<file path="config.mk">
export PLATFORM = sky130hd
export DESIGN_NAME = ram_loader
export DESIGN_NICKNAME = d
export VERILOG_FILES = /design/src/rtl/ram_loader_pkg.sv /design/src/rtl/ram_loader_quad_pack.sv /design/src/rtl/ram_loader.sv
export SDC_FILE = /design/constraint.sdc
export NUM_CORES = 1
export LEC_CHECK = 0
export ABC_AREA = 1
export CORE_AREA = 8 8 157 159
export DETAILED_ROUTE_END_ITERATION = 7
export DIE_AREA = 0 0 165 167
export PLACE_DENSITY = 0.74
export SYNTH_ARGS = -nofsm -noshare
export SYNTH_HDL_FRONTEND = slang
export SYNTH_SLANG_ARGS = --single-unit
</file>
<file path="constraint.sdc">
create_clock -name clk -period 2.3 [get_ports clk]
set_input_delay 0.46 -clock clk [delete_from_list [all_inputs] [get_ports clk]]
set_output_delay 0.46 -clock clk [all_outputs]
set_load 0.01 [all_outputs]
</file>
<file path="src/rtl/ram_loader_pkg.sv">
// Shared types for the RAM loader slice.
//   pkg_ram    : RAM address width and RAM operation / access size encodings.
//   pkg_loader : loader FSM states and stream framing constants.
package pkg_ram;

  localparam int unsigned RAM_ADDRW = 17;

  typedef enum logic [1:0] {
    RAM_NOP   = 2'd0,
    RAM_LOAD  = 2'd1,
    RAM_STORE = 2'd2
  } ram_op_t;

  typedef enum logic [1:0] {
    RAM_BYTE = 2'd0,
    RAM_HALF = 2'd1,
    RAM_WORD = 2'd2,
    RAM_QUAD = 2'd3
  } ram_size_t;

endpackage

package pkg_loader;

  localparam int unsigned LEN_BYTES  = 4;
  localparam int unsigned QUAD_BYTES = 8;

  typedef enum logic [3:0] {
    IDLE,
    LEN,
    QCOL,
    QST,
    BCOL,
    BST,
    SUM,
    DONE,
    ERROR
  } loader_state_t;

endpackage

</file>
<file path="src/rtl/ram_loader_quad_pack.sv">
// loader_quad_pack: 64-bit shift-in byte packer for quad stores.
//   clk, rst_n : clock, asynchronous active-low reset
//   clear      : synchronous clear of fill counter and packed bytes
//   shift      : shift din in (first byte of a group ends up in [63:56])
//   din        : incoming byte
//   data       : packed group including the byte currently on din
//   full       : the next shift completes an 8-byte group
module loader_quad_pack
  import pkg_loader::*;
(
  input  logic        clk,
  input  logic        rst_n,
  input  logic        clear,
  input  logic        shift,
  input  logic [7:0]  din,
  output logic [63:0] data,
  output logic        full
);

  // Only the 7 most recent bytes are kept; the 8th is taken straight from din
  // so the completed group is available on the edge that accepts it.
  logic [55:0] data_q;
  logic [2:0]  fill_q;

  always_ff @(posedge clk or negedge rst_n) begin
    if (!rst_n) begin
      data_q <= '0;
      fill_q <= '0;
    end else if (clear) begin
      data_q <= '0;
      fill_q <= '0;
    end else if (shift) begin
      data_q <= {data_q[47:0], din};
      fill_q <= fill_q + 3'd1;
    end
  end

  assign data = {data_q, din};
  assign full = (fill_q == 3'(QUAD_BYTES - 1));

endmodule

</file>
<file path="src/rtl/ram_loader.sv">
// ram_loader: loads a length-prefixed byte image into RAM.
//   clk, rst_n            : clock, asynchronous active-low reset
//   start                 : arms a load (accepted in IDLE or ERROR)
//   rx_data/valid/ready   : incoming byte stream (4-byte big-endian length, then payload)
//   ram_op/size/addr/data_in : store command; quads for full 8-byte groups, bytes for the tail
//   tx_data/valid/ready   : 8-bit payload checksum handshake
//   busy                  : high except in IDLE and ERROR
//   done                  : one-cycle pulse after the checksum handshake
//   err                   : sticky length error, cleared by the next accepted start
module ram_loader
  import pkg_ram::*, pkg_loader::*;
#(
  parameter int unsigned BASE_ADDR = 0,
  parameter int unsigned RAM_ADDRW = pkg_ram::RAM_ADDRW
) (
  input  logic                 clk,
  input  logic                 rst_n,
  input  logic                 start,
  input  logic [7:0]           rx_data,
  input  logic                 rx_valid,
  output logic                 rx_ready,
  output ram_op_t              ram_op,
  output ram_size_t            ram_size,
  output logic [RAM_ADDRW-1:0] ram_addr,
  output logic [63:0]          ram_data_in,
  output logic [7:0]           tx_data,
  output logic                 tx_valid,
  input  logic                 tx_ready,
  output logic                 busy,
  output logic                 done,
  output logic                 err
);

  localparam int unsigned RW1 = RAM_ADDRW + 1;
  localparam logic [RW1-1:0] QUAD_N = RW1'(QUAD_BYTES);
  localparam logic [32:0] CAPACITY = (33'd1 << RAM_ADDRW) - 33'(BASE_ADDR);

  loader_state_t state;
  loader_state_t fill_next;
  logic [23:0]   len_q;
  logic [1:0]    len_cnt;
  logic [RW1-1:0] rem_q;
  logic [RW1-1:0] rem_next;
  logic [7:0]    csum_q;
  logic [31:0]   n_len;
  logic          len_too_big;
  logic          rx_acc;
  logic          start_acc;
  logic [63:0]   pack_data;
  logic          pack_full;

  assign rx_acc      = rx_valid && rx_ready;
  assign start_acc   = start && ((state == IDLE) || (state == ERROR));
  assign n_len       = {len_q, rx_data};
  assign len_too_big = ({1'b0, n_len} > CAPACITY);

  loader_quad_pack u_pack (
    .clk   (clk),
    .rst_n (rst_n),
    .clear (start_acc),
    .shift (rx_acc && (state == QCOL)),
    .din   (rx_data),
    .data  (pack_data),
    .full  (pack_full)
  );

  // Remaining byte count after the current step, and the collect/sum state it
  // leads to. Shared by the length decode and both store states.
  always_comb begin
    rem_next = rem_q;
    unique case (state)
      LEN:     rem_next = n_len[RW1-1:0];
      QST:     rem_next = rem_q - QUAD_N;
      BST:     rem_next = rem_q - RW1'(1);
      default: rem_next = rem_q;
    endcase
    if (rem_next == '0) begin
      fill_next = SUM;
    end else if (rem_next >= QUAD_N) begin
      fill_next = QCOL;
    end else begin
      fill_next = BCOL;
    end
  end

  always_ff @(posedge clk or negedge rst_n) begin
    if (!rst_n) begin
      state       <= IDLE;
      rx_ready    <= 1'b0;
      ram_op      <= RAM_NOP;
      ram_size    <= RAM_BYTE;
      ram_addr    <= RAM_ADDRW'(BASE_ADDR);
      ram_data_in <= '0;
      tx_valid    <= 1'b0;
      tx_data     <= '0;
      busy        <= 1'b0;
      done        <= 1'b0;
      err         <= 1'b0;
      len_q       <= '0;
      len_cnt     <= '0;
      rem_q       <= '0;
      csum_q      <= '0;
    end else begin
      // Store command and done are single-cycle; they fall back every cycle.
      ram_op      <= RAM_NOP;
      ram_size    <= RAM_BYTE;
      ram_data_in <= '0;
      done        <= 1'b0;

      unique case (state)
        IDLE, ERROR: begin
          if (start) begin
            state    <= LEN;
            rx_ready <= 1'b1;
            busy     <= 1'b1;
            err      <= 1'b0;
            csum_q   <= '0;
            len_cnt  <= '0;
            ram_addr <= RAM_ADDRW'(BASE_ADDR);
          end
        end

        LEN: begin
          if (rx_acc) begin
            len_q   <= {len_q[15:0], rx_data};
            len_cnt <= len_cnt + 2'd1;
            if (len_cnt == 2'(LEN_BYTES - 1)) begin
              if (len_too_big) begin
                state    <= ERROR;
                rx_ready <= 1'b0;
                busy     <= 1'b0;
                err      <= 1'b1;
              end else begin
                rem_q    <= rem_next;
                state    <= fill_next;
                rx_ready <= (fill_next != SUM);
                tx_valid <= (fill_next == SUM);
                tx_data  <= csum_q;
              end
            end
          end
        end

        QCOL: begin
          if (rx_acc) begin
            csum_q <= csum_q + rx_data;
            if (pack_full) begin
              state       <= QST;
              rx_ready    <= 1'b0;
              ram_op      <= RAM_STORE;
              ram_size    <= RAM_QUAD;
              ram_data_in <= pack_data;
            end
          end
        end

        QST: begin
          rem_q    <= rem_next;
          // Address only advances when another store follows, so it never wraps.
          if (fill_next != SUM) begin
            ram_addr <= ram_addr + RAM_ADDRW'(QUAD_BYTES);
          end
          state    <= fill_next;
          rx_ready <= (fill_next != SUM);
          tx_valid <= (fill_next == SUM);
          tx_data  <= csum_q;
        end

        BCOL: begin
          if (rx_acc) begin
            csum_q      <= csum_q + rx_data;
            state       <= BST;
            rx_ready    <= 1'b0;
            ram_op      <= RAM_STORE;
            ram_data_in <= {56'd0, rx_data};
          end
        end

        BST: begin
          rem_q <= rem_next;
          if (fill_next != SUM) begin
            ram_addr <= ram_addr + RAM_ADDRW'(1);
          end
          state    <= fill_next;
          rx_ready <= (fill_next != SUM);
          tx_valid <= (fill_next == SUM);
          tx_data  <= csum_q;
        end

        SUM: begin
          if (tx_ready) begin
            tx_valid <= 1'b0;
            state    <= DONE;
            done     <= 1'b1;
          end
        end

        DONE: begin
          state <= IDLE;
          busy  <= 1'b0;
        end

        default: begin
          state <= IDLE;
        end
      endcase
    end
  end

endmodule

</file>
; ---- Yosys cells after proc, flatten, opt, wreduce, memory -nomap -nowiden
; Index checks and enable logic that the tools add are counted.
; W data, S select, Z words.
[op_classes]
addsub = 7
magnitude_cmp = 2
n_eq_ne = 24
mux = 69
n_reduce_logical = 27
[op_table]
columns = operator, n
row1 = $mux W64, 2
row2 = $pmux W64 S2, 1
row3 = $mux W56, 2
row4 = $mux W18, 3
row5 = $pmux W18 S3, 1
row6 = $mux W17, 3
row7 = $pmux W17 S3, 1
row8 = $mux W8, 6
row9 = $pmux W18 S2, 1
row10 = $gt A32 B18 Y1 const B, 1
row11 = $mux W4, 8
row12 = $pmux W8 S2, 2
row13 = $pmux W4 S6, 1
row14 = $ne A2 B2 Y1 const B, 11
row15 = $eq A4 B3 Y1 const B, 5
row16 = $mux W1, 20
row17 = $ge A18 B4 Y1 const B, 1
row18 = $logic_not A18 Y1, 1
row19 = $sub A18 B1 Y18 const B, 1
row20 = $sub A18 B4 Y18 const B, 1
row21 = $add A17 B1 Y17 const B, 1
row22 = $add A17 B4 Y17 const B, 1
row23 = $mux W2, 8
row24 = $reduce_and A5 Y1, 3
row25 = 26 further kinds, 44
[totals]
regBits = 213
input_bits = 13
out_inout_bits = 98
elab_cells = 146

; ---- Longest topological paths before layout
[logic_depth]
depth_word = 10
ltp_mapped = 20
depth_no_buf = 19

; ---- Hierarchy
; A second synthesis with hierarchy kept.
[hier_totals]
cells_unflattened = 1265
area_unflattened_um2 = 10273.6
[modules_own_cells]
columns = module, instances, cells_each, area_each_um2, seq_area_each_um2
row1 = ram_loader, 1, 997, 7850.0, 3803.6
row2 = loader_quad_pack, 1, 268, 2423.6, 1476.4

; ---- Least setup slack after synthesis
; Ideal clock, no wire load.
[synth_path]
kind = reg-to-reg
from = register rem_q[0]
to = register ram_addr[10]
setup_time_ns = 0.123
t_arrival_ns = 2.195
required_ns = 2.177
slack_ns = -0.018
stages_incl_launch_ff = 21
n_path_buf = 1
synth_period_minus_slack_ns = 2.318
path_cell_list = dfrtp_1 inv_1 ha_1 inv_1 nor2_1 nand2_1 nand2_1 nand2_2 nor2_1 nand2_1 nand2_1 nand2_1 nor2_1 nand2_1 nor2_4 nand3_2 nand2_4 nor2_4 buf_6 nand2_1 nand2_1
[synth_via]
elab_chain_len = 8
word_cells_on_any_way = 11
classes_between = add/sub: 2 / order compare: 1 / eq/ne: 3 / mux: 3 / reduce/logical: 2
[synth_rtl]
columns = element, line_no
row1 = start: declaration, ram_loader.sv:42  ; logic [RW1-1:0] rem_q;
row2 = start signal: assignment, ram_loader.sv:134  ; rem_q <= rem_next;
row3 = start signal: assignment, ram_loader.sv:158  ; rem_q <= rem_next;
row4 = start signal: assignment, ram_loader.sv:180  ; rem_q <= rem_next;
row5 = $sub A18 B1 Y18 or $sub A18 B4 Y18 (tied branches), "ram_loader.sv:74, ram_loader.sv:73"
row6 = $pmux W18 S3 (*), ram_loader.sv:71  ; unique case (state)
row7 = $ge A18 B4 Y1, ram_loader.sv:79  ; end else if (rem_next >= QUAD_N) begin
row8 = $mux W3, ram_loader.sv:79
row9 = $mux W3 (*), ram_loader.sv:77  ; if (rem_next == '0) begin
row10 = $ne A4 B3 Y1 (*), "ram_loader.sv:160, ram_loader.sv:181"
row11 = $ne A2 B2 Y1 (no line), -
row12 = $reduce_and A4 Y1 (no line) (*), -
row13 = end signal: assignment, ram_loader.sv:92  ; ram_addr <= RAM_ADDRW'(BASE_ADDR);
row14 = end signal: assignment, ram_loader.sv:161  ; ram_addr <= ram_addr + RAM_ADDRW'(QUAD_BYTES);
row15 = end signal: assignment, ram_loader.sv:182  ; ram_addr <= ram_addr + RAM_ADDRW'(1);
row16 = end: declaration, ram_loader.sv:24  ; output logic [RAM_ADDRW-1:0] ram_addr,
; Mark *: on every way between the ends. The rest lies on a longest branch, timed or not.
; A chain may end at the register's enable or synchronous reset.

; ---- Final worst setup path
[layout_path]
from = register rem_q[0]
to = register ram_addr[5]
; The elaborated chain is that of the path after synthesis.

==> results.md <==
- The run finished, with violations left.
- The checks that failed: negative setup slack.
- The pre-CTS setup slack is -0.308 ns.
- The largest family of logic cells by synthesized area is simple AND/OR/NAND/NOR gates.
- The highest clock frequency the design can meet is 0.420 GHz.
- The number of buffers created by CTS is 24.
- Measured on the finished design, the core utilization comes to 59.7%.
- The number of nets in the layout is 1382.
- The critical path starts at rem_q[0].
- The signal on the critical path passes through inv_2, ha_4, inv_2, nor2_4, buf_6, o21ai_1, inv_1, nand2_1, nand2_1, nand3_2, nor2_4, nand2_2, nor2_4, nand3_2, nand2_4, nor2_4, buf_12, nand2_1, nand2_1.
- The total routed wire length on the met1 layer is 12100 um.
- The worst setup path is launched from a register.
- IR analysis of the VDD net gives a maximum drop of 0.670 mV.
- The post-route standard cell area excluding fillers is 13300 um2.
- The leading register cell type out of synthesis is sky130_fd_sc_hd__dfrtp_1.
- The final-report max-slew violation count is 0.
- The post-synthesis cell type count is 47.
- Max-cap violations in this run came to 0.
- In the routed design, unresolved DRC markers number 0.
- The XOR/XNOR share of the synthesized area is 0.900%.
- The layout has 1926 filler cells.
- The startpoint identified for the worst register-to-register timing path is rem_q[0].
- The detail route stage leaves a number of antenna-violating nets equal to 0.
- The worst register-to-register path ends at ram_addr[5].
- The floorplan has 55 rows.
- The starting DRC count in detailed routing is 686.
- The vertical die dimension is 167 um.
- Hold timing on the final database bottoms out at a slack of 0.478 ns.
- The average size of a mapped cell is 8.66 um2.
- The slowest stage of the critical path belongs to the cell sky130_fd_sc_hd__dfrtp_1.
- CTS placed an instance of sky130_fd_sc_hd__clkbuf_16 at the clock tree root.
- In the synthesized netlist, mux cells make up 1.27% of the area.
- The source-to-sink clock delay at the later pin of the worst-skew pair is 0.53 ns.
- The met2 wire length is 13000 um.
- Counting I/O delays and the setup requirement, the final critical path takes 2.38 ns.
- Summing the areas of all compound-gate instances in the mapped netlist gives 12.0% of the synthesized area.
- The number of enable flip-flop cells after synthesis is 0.
- The antenna diode instance count is 0.
- TritonCTS built the clock tree.
- Across the routed clock network, the largest skew measured is 0.0123 ns.
- The highest metal layer with signal wires is met4.
- The type of the tightest min-delay check is in2async.
- The initial core utilization is 43.8%.
- The proportion of register bits with asynchronous set or reset after synthesis is 100%.
- The number of synthesized register bits is 211.
- The cell area after technology mapping is 9730 um2.
- The ratio of routed vias to standard cells is 5.17.
- The critical path data arrival time is 2.79 ns.
- The minimum setup slack in the final design is -0.0836 ns.
- The sequential element share of the synthesized area is 54.3%.
- The largest fanout on the critical path is 14.
- The placed instances occupy a cell area of 11900 um2.
- The register-to-register path setup slack is -0.08 ns.
- For this run, the detailed router's first-pass iteration total came to 5.
- The clock passes through at most 3 buffers.
- At the pin with the least slew margin, the transition time is 0.506 ns.
- In the layout the commonest cells are sky130_fd_sc_hd__nand2_1 (207), sky130_fd_sc_hd__dfrtp_1 (205), sky130_fd_sc_hd__inv_1 (137).
- The number of H-tree branching levels is 1.
- The net count after synthesis is 1152.
- In this run the tightest slew margin relative to its limit is 66.3%.
- Summing the areas of all and, or, nand and nor instances in the mapped netlist gives 21.4% of the synthesized area.
- The global-route wire length before repair is 45000 um.
- The biggest cell delay along the critical path is 0.40 ns.
- Setup repair after global routing could not meet its margin everywhere.
- The number of I/O pins is 111.
- The routed layout has 8555 vias.
- The power per cell area is 1150 nW/um2.
- The gate count of the mapped netlist is 1124.
- STA puts the critical path data required time at 2.71 ns.
- For this block, the routed nets add up to 27800 um of wire.
- The post-route netlist has 21.1% of its cells at a drive strength greater than 1.
- For this run the aggregate overflow at the end of global routing stands at 0.
- Buffers placed on the I/O ports in this run total 109.
- The weighted congestion reported at the end of routability-driven placement is 0.930.
- In the final routed layout, each cell accounts on average for 16.8 um.
- The die width is 165 um.
- The post-CTS clock slew at the launch and capture registers of the worst setup and hold paths is 0.06 ns.
- The total power consumption of the routed design is 15.2 mW.
- Entering global routing, the biggest net connects 58 pins.
- The area of the die is 27600 um2.
- The worst path uses 104% of the clock period.
- In this run the standard cell core region covers 22200 um2.
- Measured in cells, the most critical reg-to-reg path has a length of 19.
- The post-synthesis to final-layout area growth is 36.3%.
- The most frequent standard cell in the layout excluding fill and tap cells is sky130_fd_sc_hd__nand2_1.
- The number of hold violations in the final report was 0.
- For this run, the total global-route usage over all layers was measured as 20.1%.
- The number of endpoints failing setup at the final stage is 15.
- Wire segments on met3 add up to 2060 um in the final route.
- Once detailed placement completed, the half-perimeter wirelength came to 19800 um.
- The Yosys step of the flow raised 0 warnings.
- In this run the static leakage power is 6.16 nW.
- The number of antenna violations at the first check in global routing is 0.
- The type of the worst setup path is reg2reg.
- Clock tree synthesis found a total of 211 sinks.
- The worst setup path is captured at a register.
- The via count of the first global-routing pass is 8673.
- The synthesized netlist devotes 2.01% of its cell area to adder and majority cells.
[where the power goes]
group          leakage (nW)  switching, mW  internal (mW)  total (mW)
registers              2.87          0.501           4.26        4.76
clock network         0.403           1.54           2.30        3.84
logic                  2.89           3.70           2.89        6.59
total                  6.16           5.74           9.45        15.2
[flip-flops by register name, summed over array words and instances, names as in the netlist, 4 cells and up]
name / count
rem_q: 18
ram_addr: 17
ram_data_in: 64
u_pack.data_q: 56
state: 4
tx_data: 8
len_q: 24
csum_q: 8
[area by class of cell]
class                      instances  area [um2]  area share [%]
clock buffer                      35         722            5.44
clock inverter                     7        92.6           0.698
inverter                         151         572            4.31
multi-input combinational        721        3970            29.9
sequential                       211        5290            39.9
tap                              285         357            2.69
timing repair buffer             245        2260            17.0
[stage by stage]
| stage | cells | setup TNS (ns) |
|---|---|---|
| after global placement | 1592 | -10.79 |
| final | 1655 | -1.07 |
| after CTS | 1644 | -1.03 |
| after floorplan | 1124 | 0 |
| after detailed placement | 1592 | -11.43 |
| after global routing | 1655 | -3.21 |
[critical path: cells and delay by family (launching register included)]
kind | cells | cell delay [ns]
compound gates | 1 | 0.06
fa+ha+maj | 1 | 0.13
buf+inv | 5 | 0.49
flops | 1 | 0.40
simple gates | 12 | 1.20
[cells by family (layout without fill, tap and decap cells)]
| group | Yosys count | count (layout) |
|---|---|---|
| simple gates | 481 | 481 |
| flops | 211 | 211 |
| buf+inv | 192 | 438 |
| compound gates | 203 | 203 |
| fa+ha+maj | 15 | 15 |
| other cells | 1 | 1 |
| mux | 11 | 11 |
| xor+xnor | 10 | 10 |
[cell usage after synthesis, types with 6 or more instances]
cell	count	area share [%]
sky130_fd_sc_hd__a21oi_1	23	1.2
sky130_fd_sc_hd__nand3_1	46	2.4
sky130_fd_sc_hd__clkbuf_1	22	0.85
sky130_fd_sc_hd__xor2_1	8	0.72
sky130_fd_sc_hd__inv_1	144	5.6
sky130_fd_sc_hd__nand2_2	7	0.45
sky130_fd_sc_hd__nor2_4	6	0.69
sky130_fd_sc_hd__nor2_2	6	0.39
sky130_fd_sc_hd__nor2_1	145	5.6
sky130_fd_sc_hd__mux2_2	11	1.3
sky130_fd_sc_hd__buf_4	6	0.46
sky130_fd_sc_hd__o21ai_0	77	4.0
sky130_fd_sc_hd__ha_1	14	1.8
sky130_fd_sc_hd__nand4_1	14	0.90
sky130_fd_sc_hd__dfrtp_1	211	54
sky130_fd_sc_hd__nor3_1	10	0.51
sky130_fd_sc_hd__nand2_1	225	8.7
sky130_fd_sc_hd__o22ai_1	67	4.3
sky130_fd_sc_hd__o21ai_1	13	0.67
[worst max path at each step]
| stage | to | slack, ns | depth (start not counted) |
|---|---|---|---|
| final | ram_addr[5] | -0.08 | 19 |
| after floorplan | ram_addr[10] | 0.04 | 15 |
| after global routing | ram_addr[5] | -0.21 | 19 |
| after detailed placement | csum_q[7] | -0.31 | 12 |
| after global placement | csum_q[7] | -0.27 | 10 |
| after CTS | ram_addr[15] | -0.08 | 16 |
[routing by layer]
| layer | track usage, % | up-vias |
|---|---|---|
| li1 | - | 4112 |
| met1 | 26.5 | 4110 |
| met2 | 32.1 | 285 |
| met3 | 4.78 | 48 |
| met4 | 6.35 | 0 |
| met5 | 0 | - |
[what timing repair did]
item | in CTS | in global routing
pin swaps | 19 | 27
endpoints found under the hold margin | 52 | 0
setup buffers | 9 | 12
endpoints found under the setup margin | 26 | 77
hold buffers | 1 | 0
resized for setup | 41 | 61
Note: power is estimated with default switching activity, not from simulation.
